## config.mk

```make
export PLATFORM = sky130hd
export DESIGN_NAME = sram_req_initiator
export DESIGN_NICKNAME = d
export VERILOG_FILES = /design/src/rtl/sram_if_pkg.sv /design/src/rtl/sram_rsp_fifo.sv /design/src/rtl/sram_req_initiator.sv
export SDC_FILE = /design/constraint.sdc
export NUM_CORES = 1
export LEC_CHECK = 0
export BUFFER_PORTS_ARGS = -buffer_cell sky130_fd_sc_hd__buf_4
export CAP_MARGIN = 0
export CORE_MARGIN = 3
export CORE_UTILIZATION = 40
export CTS_BUF_LIST = sky130_fd_sc_hd__clkbuf_4
export CTS_CLUSTER_SIZE = 40
export DETAILED_ROUTE_END_ITERATION = 16
export PLACE_DENSITY_LB_ADDON = 0.12
export SLEW_MARGIN = 30
export SYNTH_ARGS = -nofsm -noshare
export SYNTH_HDL_FRONTEND = slang
export SYNTH_SLANG_ARGS = --single-unit
```

## constraint.sdc

```tcl
create_clock -name clk_i -period 9.7 [get_ports clk_i]
set_clock_uncertainty 0.1 [all_clocks]
set_input_delay 0.97 -clock clk_i [delete_from_list [all_inputs] [get_ports clk_i]]
set_output_delay 0.97 -clock clk_i [all_outputs]
set_load 0.02 [all_outputs]
```

## src/rtl/sram_if_pkg.sv

```systemverilog
// ----------------------------------------------------------------------------
// sram_if_pkg
//   Shared constants and types for the generic single-port SRAM interface.
//   Defaults describe the 64x512 sky130 SRAM macro wrapper:
//     SramWords     : words in the macro
//     SramDataWidth : data bits per word
//     SramByteWidth : bits covered by one byte-enable bit
//   Types sram_addr_t / sram_data_t / sram_be_t are sized from these defaults.
// ----------------------------------------------------------------------------
package sram_if_pkg;

   localparam int unsigned SramWords     = 512;
   localparam int unsigned SramDataWidth = 64;
   localparam int unsigned SramByteWidth = 8;

   localparam int unsigned SramAddrWidth = (SramWords > 1) ? $clog2(SramWords) : 1;
   localparam int unsigned SramBeWidth   = (SramDataWidth + SramByteWidth - 1) / SramByteWidth;

   typedef logic [SramAddrWidth-1:0] sram_addr_t;
   typedef logic [SramDataWidth-1:0] sram_data_t;
   typedef logic [SramBeWidth-1:0]   sram_be_t;

endpackage

```

## src/rtl/sram_rsp_fifo.sv

```systemverilog
// ----------------------------------------------------------------------------
// sram_rsp_fifo
//   Response FIFO holding SRAM read data until the consumer takes it.
//   Depth need not be a power of two; pointers wrap modulo Depth.
//   The head entry comes straight from storage, so a push into an empty FIFO
//   is visible on the following cycle (no fall-through).
// Ports:
//   clk_i, rst_ni : clock, asynchronous active-low reset
//   push, wdata   : write an entry (ignored when full)
//   pop           : remove the head entry (ignored when empty)
//   rdata         : head entry
//   full, empty   : status flags
//   occupancy     : number of stored entries, 0..Depth
// ----------------------------------------------------------------------------
module sram_rsp_fifo #(
   parameter  int unsigned Depth    = 3,
   parameter  int unsigned Width    = 64,
   localparam int unsigned PtrWidth = (Depth > 1) ? $clog2(Depth) : 1,
   localparam int unsigned CntWidth = $clog2(Depth + 1)
) (
   input  logic                clk_i,
   input  logic                rst_ni,
   input  logic                push,
   input  logic [Width-1:0]    wdata,
   input  logic                pop,
   output logic [Width-1:0]    rdata,
   output logic                full,
   output logic                empty,
   output logic [CntWidth-1:0] occupancy
);

   logic [Width-1:0]    mem [Depth];
   logic [PtrWidth-1:0] wr_ptr;
   logic [PtrWidth-1:0] rd_ptr;
   logic [CntWidth-1:0] count;
   logic                push_en;
   logic                pop_en;

   function automatic logic [PtrWidth-1:0] next_ptr(input logic [PtrWidth-1:0] ptr);
      return (ptr == PtrWidth'(Depth - 1)) ? '0 : ptr + 1'b1;
   endfunction

   assign push_en   = push & ~full;
   assign pop_en    = pop & ~empty;
   assign full      = (count == CntWidth'(Depth));
   assign empty     = (count == '0);
   assign occupancy = count;
   assign rdata     = mem[rd_ptr];

   // NOTE: storage has no reset; an entry is only visible once count covers it,
   // so its power-up contents never matter and it maps onto plain flops/RAM.
   always_ff @(posedge clk_i) begin
      if (push_en) begin
         mem[wr_ptr] <= wdata;
      end
   end

   // NOTE: sequential state uses non-blocking assignments so every flop samples
   // pre-edge values regardless of statement order.
   always_ff @(posedge clk_i or negedge rst_ni) begin
      if (!rst_ni) begin
         wr_ptr <= '0;
         rd_ptr <= '0;
         count  <= '0;
      end else begin
         if (push_en) wr_ptr <= next_ptr(wr_ptr);
         if (pop_en)  rd_ptr <= next_ptr(rd_ptr);
         unique case ({push_en, pop_en})
            2'b10:   count <= count + 1'b1;
            2'b01:   count <= count - 1'b1;
            default: count <= count;
         endcase
      end
   end

endmodule

```

## src/rtl/sram_req_initiator.sv

```systemverilog
// ----------------------------------------------------------------------------
// sram_req_initiator
//   Initiator side of a single-port generic SRAM. Turns a valid/ready request
//   stream into SRAM port cycles and returns read data, in issue order, on a
//   valid/ready response stream. Read data is always captured into a response
//   FIFO, so a stalled consumer never loses data coming out of the SRAM.
//
//   A read is only accepted when the FIFO is guaranteed to have room for it
//   when its data arrives: occupancy + reads still in the SRAM pipe < depth.
//   Writes are always accepted and produce no response.
//
//   Legal parameters: Latency 1..4, FifoDepth >= Latency+1
//   (FifoDepth >= Latency+2 for one read per cycle).
// Ports:
//   clk_i, rst_ni           : clock, asynchronous active-low reset
//   req_valid_i/req_ready_o : request handshake
//   req_we_i, req_addr_i,
//   req_wdata_i, req_be_i   : request fields (be used for writes only)
//   rsp_valid_o/rsp_ready_i : read response handshake
//   rsp_rdata_o             : read data, in request order
//   sram_req_o .. sram_be_o : SRAM port, driven combinationally from request
//   sram_rdata_i            : SRAM read data, Latency cycles after the read
// ----------------------------------------------------------------------------
module sram_req_initiator
   import sram_if_pkg::*;
#(
   parameter  int unsigned NumWords  = SramWords,
   parameter  int unsigned DataWidth = SramDataWidth,
   parameter  int unsigned ByteWidth = SramByteWidth,
   parameter  int unsigned Latency   = 1,
   parameter  int unsigned FifoDepth = 3,
   localparam int unsigned AddrWidth = (NumWords > 1) ? $clog2(NumWords) : 1,
   localparam int unsigned BeWidth   = (DataWidth + ByteWidth - 1) / ByteWidth
) (
   input  logic                 clk_i,
   input  logic                 rst_ni,
   input  logic                 req_valid_i,
   output logic                 req_ready_o,
   input  logic                 req_we_i,
   input  logic [AddrWidth-1:0] req_addr_i,
   input  logic [DataWidth-1:0] req_wdata_i,
   input  logic [BeWidth-1:0]   req_be_i,
   output logic                 rsp_valid_o,
   input  logic                 rsp_ready_i,
   output logic [DataWidth-1:0] rsp_rdata_o,
   output logic                 sram_req_o,
   output logic                 sram_we_o,
   output logic [AddrWidth-1:0] sram_addr_o,
   output logic [DataWidth-1:0] sram_wdata_o,
   output logic [BeWidth-1:0]   sram_be_o,
   input  logic [DataWidth-1:0] sram_rdata_i
);

   localparam int unsigned IflWidth    = $clog2(Latency + 1);
   localparam int unsigned OccWidth    = $clog2(FifoDepth + 1);
   localparam int unsigned CreditWidth = $clog2(FifoDepth + Latency + 1);

   logic [Latency-1:0]     rd_pipe;      // one bit per cycle of SRAM read latency
   logic [IflWidth-1:0]    inflight;
   logic [OccWidth-1:0]    occupancy;
   logic [CreditWidth-1:0] credit_used;
   logic                   credit_ok;
   logic                   issue;
   logic                   issue_read;
   logic                   push;
   logic                   pop;
   logic                   fifo_full;
   logic                   fifo_empty;

   // ---------------------------------------------------------------- credit
   // NOTE: every signal assigned in always_comb gets a default first, so no
   // path through the block can leave it unassigned and infer a latch.
   always_comb begin
      inflight = '0;
      for (int i = 0; i < int'(Latency); i++) begin
         inflight = inflight + IflWidth'(rd_pipe[i]);
      end
   end

   // Uses the registered occupancy only: a pop frees its credit next cycle,
   // which keeps rsp_ready_i out of the req_ready_o path.
   assign credit_used = CreditWidth'(occupancy) + CreditWidth'(inflight);
   assign credit_ok   = (credit_used < CreditWidth'(FifoDepth));
   assign req_ready_o = rst_ni & (req_we_i | credit_ok);

   // ----------------------------------------------------------------- issue
   assign issue        = req_valid_i & req_ready_o;
   assign issue_read   = issue & ~req_we_i;

   assign sram_req_o   = issue;
   assign sram_we_o    = issue & req_we_i;
   assign sram_addr_o  = req_addr_i;
   assign sram_wdata_o = req_wdata_i;
   assign sram_be_o    = issue ? req_be_i : '0;

   // -------------------------------------------------------- read pipeline
   // Bit i set means a read issued i+1 edges ago; the bit leaving the top
   // marks the cycle its data is on sram_rdata_i.
   always_ff @(posedge clk_i or negedge rst_ni) begin
      if (!rst_ni) begin
         rd_pipe <= '0;
      end else begin
         rd_pipe[0] <= issue_read;
         for (int i = 1; i < int'(Latency); i++) begin
            rd_pipe[i] <= rd_pipe[i-1];
         end
      end
   end

   assign push = rd_pipe[Latency-1];
   assign pop  = rsp_valid_o & rsp_ready_i;

   // -------------------------------------------------------- response FIFO
   sram_rsp_fifo #(
      .Depth (FifoDepth),
      .Width (DataWidth)
   ) u_rsp_fifo (
      .clk_i     (clk_i),
      .rst_ni    (rst_ni),
      .push      (push),
      .wdata     (sram_rdata_i),
      .pop       (pop),
      .rdata     (rsp_rdata_o),
      .full      (fifo_full),
      .empty     (fifo_empty),
      .occupancy (occupancy)
   );

   assign rsp_valid_o = ~fifo_empty;

   // ------------------------------------------------------------ assertions
   fifo_no_overflow_a: assert property (
      @(posedge clk_i) disable iff (!rst_ni) !(push && fifo_full)
   ) else $error("sram_req_initiator: read data pushed into a full response FIFO");

   rsp_stable_a: assert property (
      @(posedge clk_i) disable iff (!rst_ni)
      (rsp_valid_o && !rsp_ready_i) |=> (rsp_valid_o && $stable(rsp_rdata_o))
   ) else $error("sram_req_initiator: response changed while stalled");

   // Only a non-power-of-two SRAM can see an address beyond its last word.
   if (NumWords != (1 << AddrWidth)) begin : g_addr_chk
      addr_range_a: assert property (
         @(posedge clk_i) disable iff (!rst_ni)
         sram_req_o |-> (32'(sram_addr_o) < NumWords)
      ) else $warning("sram_req_initiator: address 0x%0h beyond NumWords", sram_addr_o);
   end

endmodule

```

# Word level (Yosys, flattened, before mapping)
# Memories as Yosys holds them, arrays and structs flattened.
# Index checks and enable logic that the tools add are counted.
[classes]
n_eq_ne = 5
reduce_logical = 2
n_mux = 6
order_cmp = 1
addsub = 5
bitwise = 11
[op_table]
columns = ["operator", "n"]
rows = [
  ["$eq 2x2->1 const B", 4],
  ["$mux 8", 1],
  ["$and 1x1->1", 7],
  ["$add 2x1->2 const B", 3],
  ["$mux 2", 2],
  ["$pmux 2 s2", 1],
  ["$add 2x1->3", 1],
  ["$lt 3x2->1 const B", 1],
  ["$not 1->1", 3],
  ["$eq 2x1->1 const B", 1],
  ["$logic_not 2->1", 1],
  ["$mux 1", 2],
  ["$reduce_bool 2->1", 1],
  ["$sub 2x1->2 const B", 1],
  ["$or 1x1->1", 1],
]
[word_totals]
output_inout_bits = 149
in_bits = 150
elab_cells = 35
memories = 1
ff_bits = 7
mem_bits_rw = 192
[memory_table]
columns = ["name", "words", "width", "read_ports", "rd_clocked_by_memory_dff", "write_ports", "line_no", "rtl"]
rows = [
  ["u_rsp_fifo.mem", 3, 64, 1, 0, 1, "sram_rsp_fifo.sv:32", "logic [Width-1:0] mem [Depth];"],
]

# Longest topological paths before layout
# Gate-level depths: netlist of the first run.
[depth]
ltp_word = 6
ltp_mapped = 6
mapped_depth_nobuf = 6

# Cells and area by module
# From an unflattened synthesis of the first run, not the netlist that was laid out.
[hier_totals]
cells_unflattened = 537
hier_area_um2 = 8209.1
[modules_own_cells]
columns = ["module", "seq_area_each_um2", "area_each_um2", "instances", "cells_each"]
rows = [
  ["sram_rsp_fifo", 5915.7, 7453.4, 1, 432],
  ["sram_req_initiator", 25.0, 755.7, 1, 105],
]

# Worst setup path before layout of the first run
# OpenSTA, ideal clock, no wires.
[synth_path]
kind = "reg2reg"
startpoint = "register u_rsp_fifo.count[0], in the netlist u_rsp_fifo.occupancy[0]"
endpoint = "memory u_rsp_fifo.mem[2][0] (enable)"
path_stages_with_launch = 3
required_ns = 9.022
setup_time_ns = 0.578
slack_ns = 3.658
path_buffers = 0
synth_period_minus_slack_ns = 6.042
t_arrival_ns = 5.364
path_cell_list = "dfrtp_1 > a21bo_2 > nor3b_1"
[synth_via]
elab_chain_cells = 5
[synth_rtl]
columns = ["item", "line_no", "rtl"]
rows = [
  ["start, declared", "sram_rsp_fifo.sv:35", "logic [CntWidth-1:0] count;"],
  ["start signal, assigned", "sram_rsp_fifo.sv:69", "2'b10: count <= count + 1'b1;"],
  ["start signal, assigned", "sram_rsp_fifo.sv:70", "2'b01: count <= count - 1'b1;"],
  ["start signal, assigned", "sram_rsp_fifo.sv:71", "default: count <= count;"],
  ["$eq 2x2->1", "sram_rsp_fifo.sv:45", "assign full = (count == CntWidth'(Depth));"],
  ["$not 1->1", "sram_rsp_fifo.sv:43", "assign push_en = push & ~full;"],
  ["$and 1x1->1", "sram_rsp_fifo.sv:43", ""],
  ["$mux 1", "sram_rsp_fifo.sv:53", "if (push_en) begin"],
  ["$mux 1 (implied by the code)", "sram_rsp_fifo.sv:54", "mem[wr_ptr] <= wdata;"],
  ["end, declared", "sram_rsp_fifo.sv:32", ""],
]
# Every way passes these cells.

# Worst setup path in the final report of the first run
[layout_path]
startpoint = "register u_rsp_fifo.rd_ptr[0]"
endpoint = "output port rsp_rdata_o[3]"
[layout_via]
elab_chain_cells = 1
[layout_rtl]
columns = ["item", "line_no", "rtl"]
rows = [
  ["start, declared", "sram_rsp_fifo.sv:34", "logic [PtrWidth-1:0] rd_ptr;"],
  ["start signal, assigned", "sram_rsp_fifo.sv:67", "if (pop_en) rd_ptr <= next_ptr(rd_ptr);"],
  ["$mem_v2 3x64", "n/a", ""],
  ["end, declared", "sram_req_initiator.sv:45", "output logic [DataWidth-1:0] rsp_rdata_o,"],
]
# Every way passes these cells.

==> results of run 1 <==
placed cells by master (no fill, tap or decap), types with 2 or more instances in the layout:
| master | n |
|---|---|
| edfxtp_1 | 192 |
| buf_4 | 160 |
| nand2_1 | 65 |
| mux2i_1 | 64 |
| o21ai_0 | 37 |
| o21ai_1 | 29 |
| clkbuf_4 | 19 |
| and2_1 | 8 |
| dfrtp_1 | 5 |
| a21o_1 | 3 |
| ha_1 | 3 |
| inv_6 | 3 |
| clkinvlp_4 | 3 |
| diode_2 | 2 |
| xnor2_1 | 2 |
| clkinv_4 | 2 |
| bufinv_16 | 2 |
| dfrtp_4 | 2 |
flip-flops by register name, summed over array words and instances (netlist names):
name and flops:
u_rsp_fifo.mem 192, u_rsp_fifo.occupancy 2, u_rsp_fifo.rd_ptr 2, u_rsp_fifo.wr_ptr 2
push 1
per-stage QoR:
stage	cells	setup slack [ns]
after CTS	882	5.84
after detailed placement	850	6.51
after floorplan	520	3.66
after global placement	850	6.55
final	884	5.96
after global routing	884	5.71
path summary, 6_finish.rpt:
kind                                                           from  slack (ns)  cells past startpoint                                  end
worst min-delay path                                         rst_ni        0.13                      1     u_rsp_fifo.wr_ptr[1]$_DFFE_PN0P_
min in group clk_i                                         req_we_i        0.48                      2                       push$_DFF_PN0_
worst min register to register  u_rsp_fifo.occupancy[1]$_DFFE_PN0P_        0.49                      1  u_rsp_fifo.occupancy[1]$_DFFE_PN0P_
max in group asynchronous                                    rst_ni        9.20                      1     u_rsp_fifo.rd_ptr[1]$_DFFE_PN0P_
worst max-delay path               u_rsp_fifo.rd_ptr[0]$_DFFE_PN0P_        5.96                      4                       rsp_rdata_o[3]
worst max register to register  u_rsp_fifo.occupancy[0]$_DFFE_PN0P_        7.67                      3      u_rsp_fifo.mem[2][43]$_DFFE_PP_
layer usage:
layer	track usage, %	vias up	part of all wire [%]
li1	-	1995	-
met1	16.4	1988	35
met2	26.8	188	52
met3	7.53	34	11
met4	5.36	0	2.1
met5	0.909	-	0
worst register-to-register path: stages, from the launching register on:
cell,delay [ns]
dfrtp_1,0.48
a21bo_2,0.31
nor3b_2,0.21
buf_4,0.56
power by group:
group / switching, mW / total [mW] / internal (mW)
sequential: 0.0786 / 1.08 / 1.00
combinational: 0.514 / 0.882 / 0.368
clock: 0.272 / 0.434 / 0.163
cells by family (layout without fill, tap and decap cells):
kind of cell | Yosys count | count (layout) | synth area share, %
compound gates | 73 | 73 | 4.74
xor+xnor | 3 | 3 | 0.323
fa+ha+maj | 3 | 3 | 0.462
buf+inv | 96 | 193 | 9.11
flops | 199 | 199 | 73.0
mux | 64 | 64 | 7.88
other cells | 0 | 2 | 0
simple gates | 82 | 82 | 4.46
area by class of cell:
type,count,share of cell area [%]
flip-flops and latches,199,64.3
clock inverters,13,1.58
diodes,2,0.0541
well taps,265,3.58
repair buffers,160,13.0
multi-input cells,225,15.9
inverters,1,0.0406
clock buffers,19,1.54
==> summary.md, run 1 <==
| Metric | Value |
|---|---|
| Setup-failing EPs final | 0 |
| Final instance area | about 0.009 mm2 |
| Status | finished clean |
| H-tree depth | 4 |
| Placement Cell Area | 0.00895 mm2 |
| Area contributors post-synth | edfxtp_1, mux2i_1, buf_4 |
| Vias per inst | roughly 4.8 |
| Mapped Nets | 673 |
| Final RePlAce weighted congestion | 0.740 |
| Slowest CP cell | dfrtp_4 |
| Post-synthesis sequential area ratio | 73.0% |
| First-pass DRT Iterations | 4 |
| Max Transition Viols Final | 0 |
| Worst setup path category | flip-flop to primary output |
| Worst-path fanout max | 39 |
| Hold-fix buffers, CTS | 0 |
| Fin crit share | between 30% and 40% |
| # Max-Cap Violations | 0 |
| Final Power | 2.40 mW |
| HPWL after detailed placement | 12,100 um |
| PostCTS Resize Cnt | 0 |
| Wire per inst | 19.9 um |
| Seq cells post-synth | 199 |
| # DRC | 0 |
| Vias in the first global route | 4,314 |
| CTS tree | done |
| Vias after detailed routing | between 4,000 and 5,000 |
| Synthesized area | 0.00813 mm2 |
| Final WL | 17,600 um |
| Number of synthesized flops with an enable pin | 192 |
| Setup crit end kind | primary output |
| Most common cell in the netlist | edfxtp_1 |
| Largest area contributor in the netlist | edfxtp_1 |
| Starting Density | 41.3% |
| FMAX | 267 MHz |
| Asr flop ratio synth | 3.52% |
| Leak Pwr | 3.36 nW |
| Synth top cells by count | edfxtp_1, buf_4, nand2_1 |
| Nets | 757 |
| Setup TNS | 0 ns |
| CP bufs+invs | 2 |
| GRT Residual Overflow | 0 |
| Core ar. | between 0.015 and 0.02 mm2 |
| Dominant synthesized flop cell | edfxtp_1 |
| GRT Util Overall | 15.5% |
| CP arrival | 2.67 ns |
| Most numerous cell on the critical path | buf_4 |
| Tmin final | 3.74 ns |
| Tightest Pin Transition | between 0.8 and 0.9 ns |
| Die H | between 100 and 150 um |
| 1st-iter DRT viols | roughly 210 |
| Yosys Warn Count | 0 |
| Clock buffer depth | 2 |
| Post-CTS Setup Bufs | 0 |
| First-pass GRT wire length | about 25,000 um |
| Top-level port count | between 200 and 300 |
| Critical Path RT | 8.63 ns |
| Root Buffer | clkbuf_4 |
| FP Rows | a little over 50 |
| Post-synth top area share | a little under three quarters |
| Share of layout cells above drive strength 1 | around 32% |
| CP delay by family, top | buffers and inverters |
| Fillers | 1,724 |
| Clk sinks | 199 |
| Clock latency at the later pin of the worst-skew pair | 0.54 ns |
| I/O Buffers | 152 |
| Pwr Density | approximately 260 mW/mm2 |
| Max VDD drop | 0.108 mV |
| Avg Synthesized Cell Area | about 16 um2 |
| Final Core Density | 46.9% |
| Min Hold Slack | 0.126 ns |
| Post-route ant nets | 0 |
| Die area | 0.0221 mm2 |
| RSZ-0062 raised after global routing | no |
| HP Class | primary input to asynchronous set/reset pin |
| Largest net degree at the start of global routing | 88 |
| Cell Chain, Critical Path | buf_4, mux2i_1, o21ai_0, buf_4 |
| Cts bufs inserted | 17 |
| Multi-input logic area | around 0.0015 mm2 |
| Die X | about 150 um |
| Hold Fails Final Rpt | 0 |
| Largest stage delay, worst path | approximately 0.80 ns |
| Area delta synth->final | 13.7% |
| Slew headroom | 42.8% |
| Cells after Synth | 520 |
| Type of origin of the critical path | flip-flop |
| Register area | 0.00595 mm2 |
| Clk slew on worst S/H paths | 0.15 ns |
| Initial antenna violation count | 1 |
| Netlist cell types | 29 |
Power figures use the tool's default switching activity.
==> inputs of run 2 (changes only) <==
==> constraint.sdc (replaced) <==
create_clock -name clk_i -period 3.39 [get_ports clk_i]
set_clock_uncertainty 0.1 [all_clocks]
set_input_delay 0.339 -clock clk_i [delete_from_list [all_inputs] [get_ports clk_i]]
set_output_delay 0.339 -clock clk_i [all_outputs]
set_load 0.02 [all_outputs]
==> summary.md, run 2 (synthesis results as in run 1) <==
| Metric | Value |
|---|---|
| Status | finished clean |
| Gate power share | 37.7% (+1.0 points) |
| Max Transition Viols Final | 0 (unchanged) |
| PnR worst setup slack | 0.666 ns (-5.29 ns) |
| Max reg flops | 192 (unchanged) |
| Clock power share | 18.1% (about the same) |
| WHS Path Cells | 4 |
| Die X | 149 um (unchanged) |
| Tightest Pin Transition | 0.707 ns (-0.151 ns) |
| Clock latency at the later pin of the worst-skew pair | 0.53 ns (about the same) |
| Starting Density | 41.3% (unchanged) |
| P_sw | 2.48 mW (+190%) |
| HPWL after detailed placement | 12,000 um (-0.30%) |
| Hold Fails Final Rpt | 0 (unchanged) |
| CP arrival | 2.29 ns (-0.38 ns) |
| Vias after detailed routing | 4,508 (+7.2%) |
| Area delta synth->final | 22.5% |
| Clock buffer depth | 2 (unchanged) |
| Setup crit end kind | primary output |
| Hold path endpoint | u_rsp_fifo.rd_ptr[1]$_DFFE_PN0P_ |
| Nets | 825 (+9.0%) |
| FMAX | 367 MHz |
| Clk slew on worst S/H paths | 0.14 ns (about the same) |
| Worst r2r dst | u_rsp_fifo.mem[2][62]$_DFFE_PP_ |
| Setup TNS | 0 ns (unchanged) |
| Final RePlAce weighted congestion | 0.736 (-0.63%) |
| H-tree depth | 4 (unchanged) |
| Type of origin of the critical path | flip-flop |
| Root Buffer | clkbuf_4 |
| HP Class | primary input to flip-flop |
| Clk sinks | 199 (unchanged) |
| Core ar. | 0.0197 mm2 (unchanged) |
| Reg with most FFs | u_rsp_fifo.mem |
| Tmin final | 2.72 ns |
| Post-route ant nets | 0 (unchanged) |
| Sw frac | 35.3% (-0.73 points) |
| # Max-Cap Violations | 0 (unchanged) |
| Hold path start | rsp_ready_i |
| Place WS | 1.24 ns (-5.27 ns) |
| Post-CTS Setup Bufs | 0 (unchanged) |
| First-pass GRT wire length | 26,700 um (+4.8%) |
| Seq pwr share | 44.2% (-0.9 points) |
| Worst setup path category | flip-flop to primary output |
| Commonest non-fill, non-tap cell in the layout | edfxtp_1 |
| Vias in the first global route | 4,707 (+9.1%) |
| Cts bufs inserted | 17 (unchanged) |
| Leak Pwr | 3.66 nW (+9.0%) |
| Die H | 149 um (unchanged) |
| FP Rows | 51 (unchanged) |
| Top-level port count | 299 (unchanged) |
| Final std cells w/o fill | 950 (+7.5%) |
| CTS tree | done |
| 1st-iter DRT viols | 252 (+23%) |
| # DRC | 0 (unchanged) |
| Internal power | 4.54 mW (+200%) |
| Largest net degree at the start of global routing | 73 (-17%) |
| Setup-failing EPs final | 0 (unchanged) |
| First-pass DRT Iterations | 4 (unchanged) |
| Share of layout cells above drive strength 1 | 29.0% (-3.3 points) |
| Initial antenna violation count | 1 (unchanged) |
| Worst-path fanout max | 10 (-74%) |
| Critical Path RT | 2.95 ns (-5.68 ns) |
| Worst r2r path cells | 3 (unchanged) |
| GRT Util Overall | 16.1% (+0.62 points) |
| Fin crit share | 80.4% |
| Final Core Density | 50.5% (+3.6 points) |
| Wire per inst | 19.0 um (-4.5%) |
| Reg2reg start | u_rsp_fifo.occupancy[0]$_DFFE_PN0P_ |
| Fillers | 1,677 (-2.7%) |
| Max VDD drop | 0.343 mV (+220%) |
| I/O Buffers | 152 (unchanged) |
| Pwr Density | 704 mW/mm2 (+170%) |
| Slew headroom | 52.8% (+10 points) |
| RSZ-0062 raised after global routing | no |
| R2r setup slk | 1.35 ns (-6.32 ns) |
| Min Hold Slack | 0.0735 ns (-0.0526 ns) |
| Die area | 0.0221 mm2 (unchanged) |
| Placed cells | 851 (+0.12%) |
| Vias per inst | 4.75 (-0.24%) |
| Final WL | 18,000 um (+2.6%) |
| Commonest cells after routing, fill and taps aside | edfxtp_1, buf_4, dlygate4sd3_1 |
| GRT Residual Overflow | 0 (unchanged) |
run 2: final cells by class:
cell class / instances / area [um2] / area share, %
Antenna cell: 2 / 5.00 / 0.0502
Clock buffer: 19 / 143 / 1.43
Clock inverter: 11 / 149 / 1.49
Inverter: 1 / 3.75 / 0.0377
Multi-Input combinational cell: 225 / 1480 / 14.8
Sequential cell: 199 / 5950 / 59.7
Tap cell: 265 / 332 / 3.33
Timing Repair Buffer: 228 / 1900 / 19.1
run 2: worst max-delay path: stages (launching register included):
cell,delay [ns]
dfrtp_1,0.47
ha_1,0.22
ha_1,0.26
a21oi_1,0.19
o211a_1,0.29
and2_1,0.17
buf_4,0.14
run 2: worst max path at each step:
| stage | cells after the start | start | end | slack (ns) |
|---|---|---|---|---|
| floorplan | 2 | u_rsp_fifo.occupancy[0]$_DFFE_PN0P_ | u_rsp_fifo.mem[2][0]$_DFFE_PP_ | -0.39 |
| global placement | 4 | u_rsp_fifo.rd_ptr[1]$_DFFE_PN0P_ | rsp_rdata_o[31] | 1.29 |
| detailed placement | 6 | u_rsp_fifo.occupancy[0]$_DFFE_PN0P_ | sram_be_o[4] | 1.24 |
| CTS | 6 | u_rsp_fifo.occupancy[0]$_DFFE_PN0P_ | sram_be_o[4] | 0.59 |
| global route | 6 | u_rsp_fifo.occupancy[0]$_DFFE_PN0P_ | sram_be_o[3] | 0.43 |
| finish | 6 | u_rsp_fifo.occupancy[0]$_DFFE_PN0P_ | sram_be_o[4] | 0.67 |
run 2: per-layer routing:
| metal | vias up | part of all wire, % | global-route usage [%] |
|---|---|---|---|
| li1 | 2134 | - | - |
| met3 | 21 | 9.1 | 6.34 |
| met5 | - | 0 | 0 |
| met1 | 2154 | 36 | 17.8 |
| met4 | 0 | 1.1 | 4.11 |
| met2 | 199 | 53 | 29.0 |
run 2: power groups by stage:
stage          combinational (mW)  sequential (mW)  clock [mW]
2_1_floorplan                1.89             2.99           0
3_3_place_gp                 2.61             3.15           0
3_5_place_dp                 2.62             3.17           0
4_1_cts                      2.69             3.11        1.32
5_1_grt                      2.86             3.14        1.42
6_report                     2.64             3.10        1.27
run 2: timing repair:
action | in CTS | in global routing
hold buffers | 67 | 0
resized for setup | 0 | 0
endpoints found under the hold margin | 200 | 0
run 2: per-stage QoR:
stage / area, um2 / power [mW]
6_report: 9960 / 7.01
3_3_place_gp: 8990 / 5.77
5_1_grt: 9960 / 7.41
4_1_cts: 9960 / 7.12
3_5_place_dp: 8990 / 5.78
2_1_floorplan: 8150 / 4.88
